$ cat src/rtl/wb_merge_pkg.sv
// Shared pipeline definitions for the writeback merge block: register-index
// and data widths, the R15 index, and the queued-entry layout.
package wb_merge_pkg;

  localparam int REG_W    = 4;
  localparam int DATA_W   = 32;
  localparam int NUM_PEND = 15;  // R0..R14 can ever be queued

  localparam logic [REG_W-1:0] R15_IDX = 4'hF;

  typedef struct packed {
    logic [REG_W-1:0]  wa;
    logic [DATA_W-1:0] wd;
  } wb_entry_t;

endpackage

$ cat src/rtl/wb_fifo.sv
// Auxiliary result queue for wb_merge: strict FIFO with wrap-around pointers
// one bit wider than the index, per-slot valid bits, and a per-register
// "pending" summary of the queued destinations.
module wb_fifo
  import wb_merge_pkg::*;
#(
  parameter int DEPTH = 4
) (
  input  logic                clk,
  input  logic                reset,
  input  logic                push_i,
  input  wb_entry_t           entry_i,
  input  logic                pop_i,
  output logic                full_o,
  output logic                empty_o,
  output wb_entry_t           head_o,
  output logic [NUM_PEND-1:0] pending_o
);

  localparam int AW = $clog2(DEPTH);
  localparam logic [AW:0] PTR_ONE = (AW+1)'(1);

  logic [AW:0]      wr_ptr_q, wr_ptr_d;
  logic [AW:0]      rd_ptr_q, rd_ptr_d;
  logic [DEPTH-1:0] valid_q, valid_d;
  wb_entry_t        mem_q [DEPTH];
  logic             do_push, do_pop;
  logic [(1<<REG_W)-1:0] pend_all;

  // Occupancy flags, guarded push/pop and next pointer/valid state.
  always_comb begin
    // NOTE: every combinational output gets a default first so no path can infer a latch.
    empty_o  = (wr_ptr_q == rd_ptr_q);
    full_o   = (wr_ptr_q[AW] != rd_ptr_q[AW]) &&
               (wr_ptr_q[AW-1:0] == rd_ptr_q[AW-1:0]);
    do_pop   = pop_i && !empty_o;
    do_push  = push_i && (!full_o || do_pop);
    wr_ptr_d = wr_ptr_q;
    rd_ptr_d = rd_ptr_q;
    valid_d  = valid_q;
    // Clear before set: on a full queue the popped and pushed slot coincide.
    if (do_pop) begin
      rd_ptr_d                    = rd_ptr_q + PTR_ONE;
      valid_d[rd_ptr_q[AW-1:0]]   = 1'b0;
    end
    if (do_push) begin
      wr_ptr_d                    = wr_ptr_q + PTR_ONE;
      valid_d[wr_ptr_q[AW-1:0]]   = 1'b1;
    end
  end

  // Head entry and which registers have a queued, unwritten result.
  always_comb begin
    head_o   = mem_q[rd_ptr_q[AW-1:0]];
    pend_all = '0;
    for (int i = 0; i < DEPTH; i++) begin
      if (valid_q[i]) pend_all[mem_q[i].wa] = 1'b1;
    end
    pending_o = pend_all[NUM_PEND-1:0];
  end

  // Pointer and valid-bit registers.
  always_ff @(posedge clk) begin
    // NOTE: sequential state uses non-blocking assignments so all registers update together.
    if (reset) begin
      wr_ptr_q <= '0;
      rd_ptr_q <= '0;
      valid_q  <= '0;
    end else begin
      wr_ptr_q <= wr_ptr_d;
      rd_ptr_q <= rd_ptr_d;
      valid_q  <= valid_d;
    end
  end

  // Entry storage.
  always_ff @(posedge clk) begin
    // NOTE: storage is not reset; the valid bits and pointers decide what is live.
    if (do_push) mem_q[wr_ptr_q[AW-1:0]] <= entry_i;
  end

endmodule

$ cat src/rtl/wb_merge.sv
// Register-file writeback merge: the pipeline result goes straight through,
// long-latency (aux) results wait in a FIFO and drain in idle pipe cycles.
// Optional starvation guard: define WB_MERGE_STARVE_GUARD_EN to force a
// one-cycle stall and drain after STARVE_LIMIT full-and-blocked cycles.
module wb_merge
  import wb_merge_pkg::*;
#(
  parameter int DEPTH        = 4,
  parameter int STARVE_LIMIT = 8
) (
  input  logic                clk,
  input  logic                reset,
  input  logic                pipe_we,
  input  logic [REG_W-1:0]    pipe_wa,
  input  logic [DATA_W-1:0]   pipe_wd,
  input  logic                aux_valid,
  output logic                aux_ready,
  input  logic [REG_W-1:0]    aux_wa,
  input  logic [DATA_W-1:0]   aux_wd,
  output logic                we3,
  output logic [REG_W-1:0]    wa3,
  output logic [DATA_W-1:0]   wd3,
  output logic [NUM_PEND-1:0] pending,
  output logic                stall,
  output logic                r15_err
);

  logic                full, empty, push, pop, accept, force_drain;
  logic                r15_err_q, r15_err_d;
  wb_entry_t           head, entry;
  logic [NUM_PEND-1:0] q_pending;

`ifdef WB_MERGE_STARVE_GUARD_EN
  localparam int CW = $clog2(STARVE_LIMIT + 1);
  logic [CW-1:0] starve_cnt_q, starve_cnt_d;
  logic          blocked;

  // Count consecutive full-and-blocked cycles; fire a forced drain on the last.
  always_comb begin
    blocked      = full && pipe_we;
    force_drain  = !reset && blocked && (starve_cnt_q == CW'(STARVE_LIMIT - 1));
    starve_cnt_d = '0;
    if (blocked && !force_drain) starve_cnt_d = starve_cnt_q + CW'(1);
  end

  // Starvation counter register.
  always_ff @(posedge clk) begin
    if (reset) starve_cnt_q <= '0;
    else       starve_cnt_q <= starve_cnt_d;
  end
`else
  assign force_drain = 1'b0;
`endif

  assign stall = force_drain;

  // Queue control, handshake and register-file write selection.
  always_comb begin
    pop       = !reset && !empty && (!pipe_we || force_drain);
    aux_ready = !reset && (!full || pop);
    accept    = aux_valid && aux_ready;
    push      = accept && (aux_wa != R15_IDX);
    r15_err_d = r15_err_q || (accept && (aux_wa == R15_IDX));
    entry     = '{wa: aux_wa, wd: aux_wd};
    we3       = 1'b0;
    wa3       = '0;
    wd3       = '0;
    if (pop) begin
      we3 = 1'b1;
      wa3 = head.wa;
      wd3 = head.wd;
    end else if (!reset && pipe_we && !force_drain && (pipe_wa != R15_IDX)) begin
      we3 = 1'b1;
      wa3 = pipe_wa;
      wd3 = pipe_wd;
    end
    pending = reset ? '0 : q_pending;
  end

  // Sticky record of a dropped aux write to R15.
  always_ff @(posedge clk) begin
    if (reset) r15_err_q <= 1'b0;
    else       r15_err_q <= r15_err_d;
  end

  assign r15_err = r15_err_q;

  wb_fifo #(.DEPTH(DEPTH)) u_fifo (
    .clk       (clk),
    .reset     (reset),
    .push_i    (push),
    .entry_i   (entry),
    .pop_i     (pop),
    .full_o    (full),
    .empty_o   (empty),
    .head_o    (head),
    .pending_o (q_pending)
  );

endmodule
$ cat config.mk
export PLATFORM = sky130hd
export DESIGN_NAME = wb_merge
export DESIGN_NICKNAME = d
export VERILOG_FILES = /design/src/rtl/wb_merge_pkg.sv /design/src/rtl/wb_fifo.sv /design/src/rtl/wb_merge.sv
export SDC_FILE = /design/constraint.sdc
export NUM_CORES = 1
export LEC_CHECK = 0
export CORE_MARGIN = 4
export CORE_UTILIZATION = 45
export DETAILED_ROUTE_END_ITERATION = 6
export GPL_ROUTABILITY_DRIVEN = 0
export PLACE_DENSITY = 0.72
export SLEW_MARGIN = 20
export SYNTH_ARGS = -nofsm -noshare
export SYNTH_HDL_FRONTEND = slang
export SYNTH_HIERARCHICAL = 1
export SYNTH_SLANG_ARGS = --single-unit
export TNS_END_PERCENT = 1
$ cat constraint.sdc
create_clock -name clk -period 13.2 [get_ports clk]
set_input_delay 1.32 -clock clk [delete_from_list [all_inputs] [get_ports clk]]
set_output_delay 1.32 -clock clk [all_outputs]
set_load 0.03 [all_outputs]
==> results.toml <==
[setup_path]
slowest_stage = "clkdlybuf4s50_1"
path_cells = "clkdlybuf4s50_1, nand2b_2, o32ai_1, clkdlybuf4s50_1"
critical_path_arrival_ps = 3720
slowest_delay_ps = 740
cpMostUsedCell = "clkdlybuf4s50_1"
cp-start-kind = "primary input"
ff2ff_path_depth = 8
criticalPathCategory = "in2out"
required_ps = 11880
path_max_fanout = 37
cp-end-kind = "primary output"

[floorplan]
core_area_mm2 = 0.0161
num_io_pins = 131
die_h_um = 136
dieArea_mm2 = 0.0186
start_util_pct = 46.3
rows = 46
die-width_um = 136

[global_route]
grt_pass1_wl_um = 25100
grt_overflow = 0
grt_start_max_net_pins = 40
grt_use_total_pct = 17.8
antenna_found_initial = 0
grt_pass1_vias = 4938

[min_path]
worstHoldPathType = "reg2reg"
whs_path_depth = 2

[routing]
drtAntennaViolNets = 0
drt_first_pass_iters = 5
drc_errors = 0
drtIter0Drc = 314
wire_per_inst_um = 18.9
drt-total-wl_um = 16100
vias = 4740
viasPerCell = 5.55

[synthesis]
ys_seq_elements = 157
synth_cell_types = 49
syn-cell-area_mm2 = 0.00743
avgSynthCellArea_um2 = 14.9
yosysWarnings = 6
synth-edff-count = 144
ys.flop_type = "edfxtp_1"
ys_seq_area_share_pct = 61.7
netlist_instances = 498
synthArstFlopShare_pct = 0
synth_fp_nets = 582

[power_and_ir_drop]
p_leak_nw = 3.26
power_density_mw_per_mm2 = 119
ir_drop_uv = 72.0
power.total_mw = 1.13

[placement]
dp_hpwl_um = 10800
portBuffers = 129
dp.cells = 822

[timing]
finClkSkew_ps = 10.4
tns_ps = 0
period_share_pct = 38.2
setup_violations = 0
slew_headroom_pct = 28.2
hold_violations = 0
fmax_ghz = 0.199
fin_worst_hold_slack_ps = 486
slew_viol_final = 0
min_period_ps = 5040
rsz0062_at_grt = "no"
tightestPinTransition_ps = 1080

[clock_network]
post_cts_buffers = 0
cts_buffer_depth = 2
root_buffer = "clkbuf_16"
clk_pin_slew_ps = 60
h-tree-depth = 4
cts_sinks = 157
hold_buffers = 0
cts_resized = 0
cts_tree = "built"
clock_latency_ps = 420
numCtsBuffers = 17

[finish]
nFillCells = 1220
final_cells = 854
final_cell_mix = "edfxtp_1, clkdlybuf4s50_1, inv_1"
syn_to_final_growth_pct = 27.5
nets = 709
layout-drive-gt1-share_pct = 17.2
antenna_cells = 0
final_common_cell = "edfxtp_1"

[run_status]
outcome = "completed"

[run]
maxCapViolCount = 0
[synthesized netlist by cell type, types with 5 or more instances]
library cell  count  area, um2
o32ai_2          18        293
o32ai_1          26        228
nor2b_1          22        138
dfxtp_1          13        260
nor2_1           19       71.3
a221o_1           8       80.1
nand3b_1          5       37.5
edfxtp_1        144       4320
mux4_2           36        811
nand2b_1          7       43.8
clkbuf_1          6       22.5
ha_1              8        100
o22ai_1           6       37.5
buf_2            12       60.1
nand2_1          20       75.1
a31oi_1           5       31.3
inv_1            85        319
[registers in the layout (all words and copies together), names as in the netlist, named ones only]
name and cells:
u_fifo/rd_ptr_q 3, u_fifo/mem_q 144, u_fifo/wr_ptr_q 3, r15_err 1
u_fifo/valid_q 4
[critical path, delay by kind of cell]
family          cells  cell delay, ps
simple gates        1             580
buf+inv             2            1260
compound gates      1             550
[stage by stage]
| stage | utilization, % | setup slack, ps | instance area (um2) |
|---|---|---|---|
| finish | 59.0 | 8160 | 9470 |
| global route | 59.0 | 8060 | 9470 |
| CTS | 59.0 | 7220 | 9480 |
| detailed placement | 55.6 | 7220 | 8920 |
| global placement | 55.6 | 7360 | 8920 |
| floorplan | - | 8490 | 7430 |
[area by class of cell]
class	instances	area [um2]	share of cell area, %
clock buffers	17	425	4.49
clock inverters	15	128	1.35
inverters	86	323	3.41
multi-input cells	229	2420	25.5
flip-flops and latches	157	4590	48.4
well taps	216	270	2.85
repair buffers	134	1320	14.0
[power breakdown]
part	total, mW	leakage (nW)	switching [mW]	internal, mW
Sequential	0.563	1.41	0.00592	0.557
Clock	0.450	0.263	0.204	0.246
Combinational	0.119	1.59	0.0633	0.0559
[per-layer routing]
| layer | global-route usage, % | routed length, um | vias up | part of all wire (%) |
|---|---|---|---|---|
| met1 | 21.5 | 6520 | 2281 | 40 |
| met4 | 6.38 | 380 | 0 | 2.4 |
| li1 | - | - | 2176 | - |
| met5 | 0 | 0 | - | 0 |
| met2 | 30.6 | 8010 | 238 | 50 |
| met3 | 4.74 | 1210 | 45 | 7.5 |
[final timing paths]
kind	startpoint	endpoint	slack (ps)
setup / recovery	pipe_we	wa3[1]	8160
hold / removal	r15_err	r15_err	490
setup reg to reg	u_fifo/rd_ptr_q[1]	u_fifo/mem_q[2][14]	9120
hold reg to reg	r15_err	r15_err	490
[logic make-up (layout without fill, tap and decap cells)]
group                    count (synthesis)  in the layout  synth area share, %
AO/OA/AOI/OAI                           83             83                 11.5
adder cells (fa/ha/maj)                  8              8                 1.35
buffers and inverters                  112            252                 6.37
AND/OR/NAND/NOR                         88             88                 6.37
XOR/XNOR                                 6              6                0.708
multiplexers                            43             43                 11.9
other                                    1              1               0.0505
flip-flops                             157            157                 61.7
(Power assumes the default switching activity.)
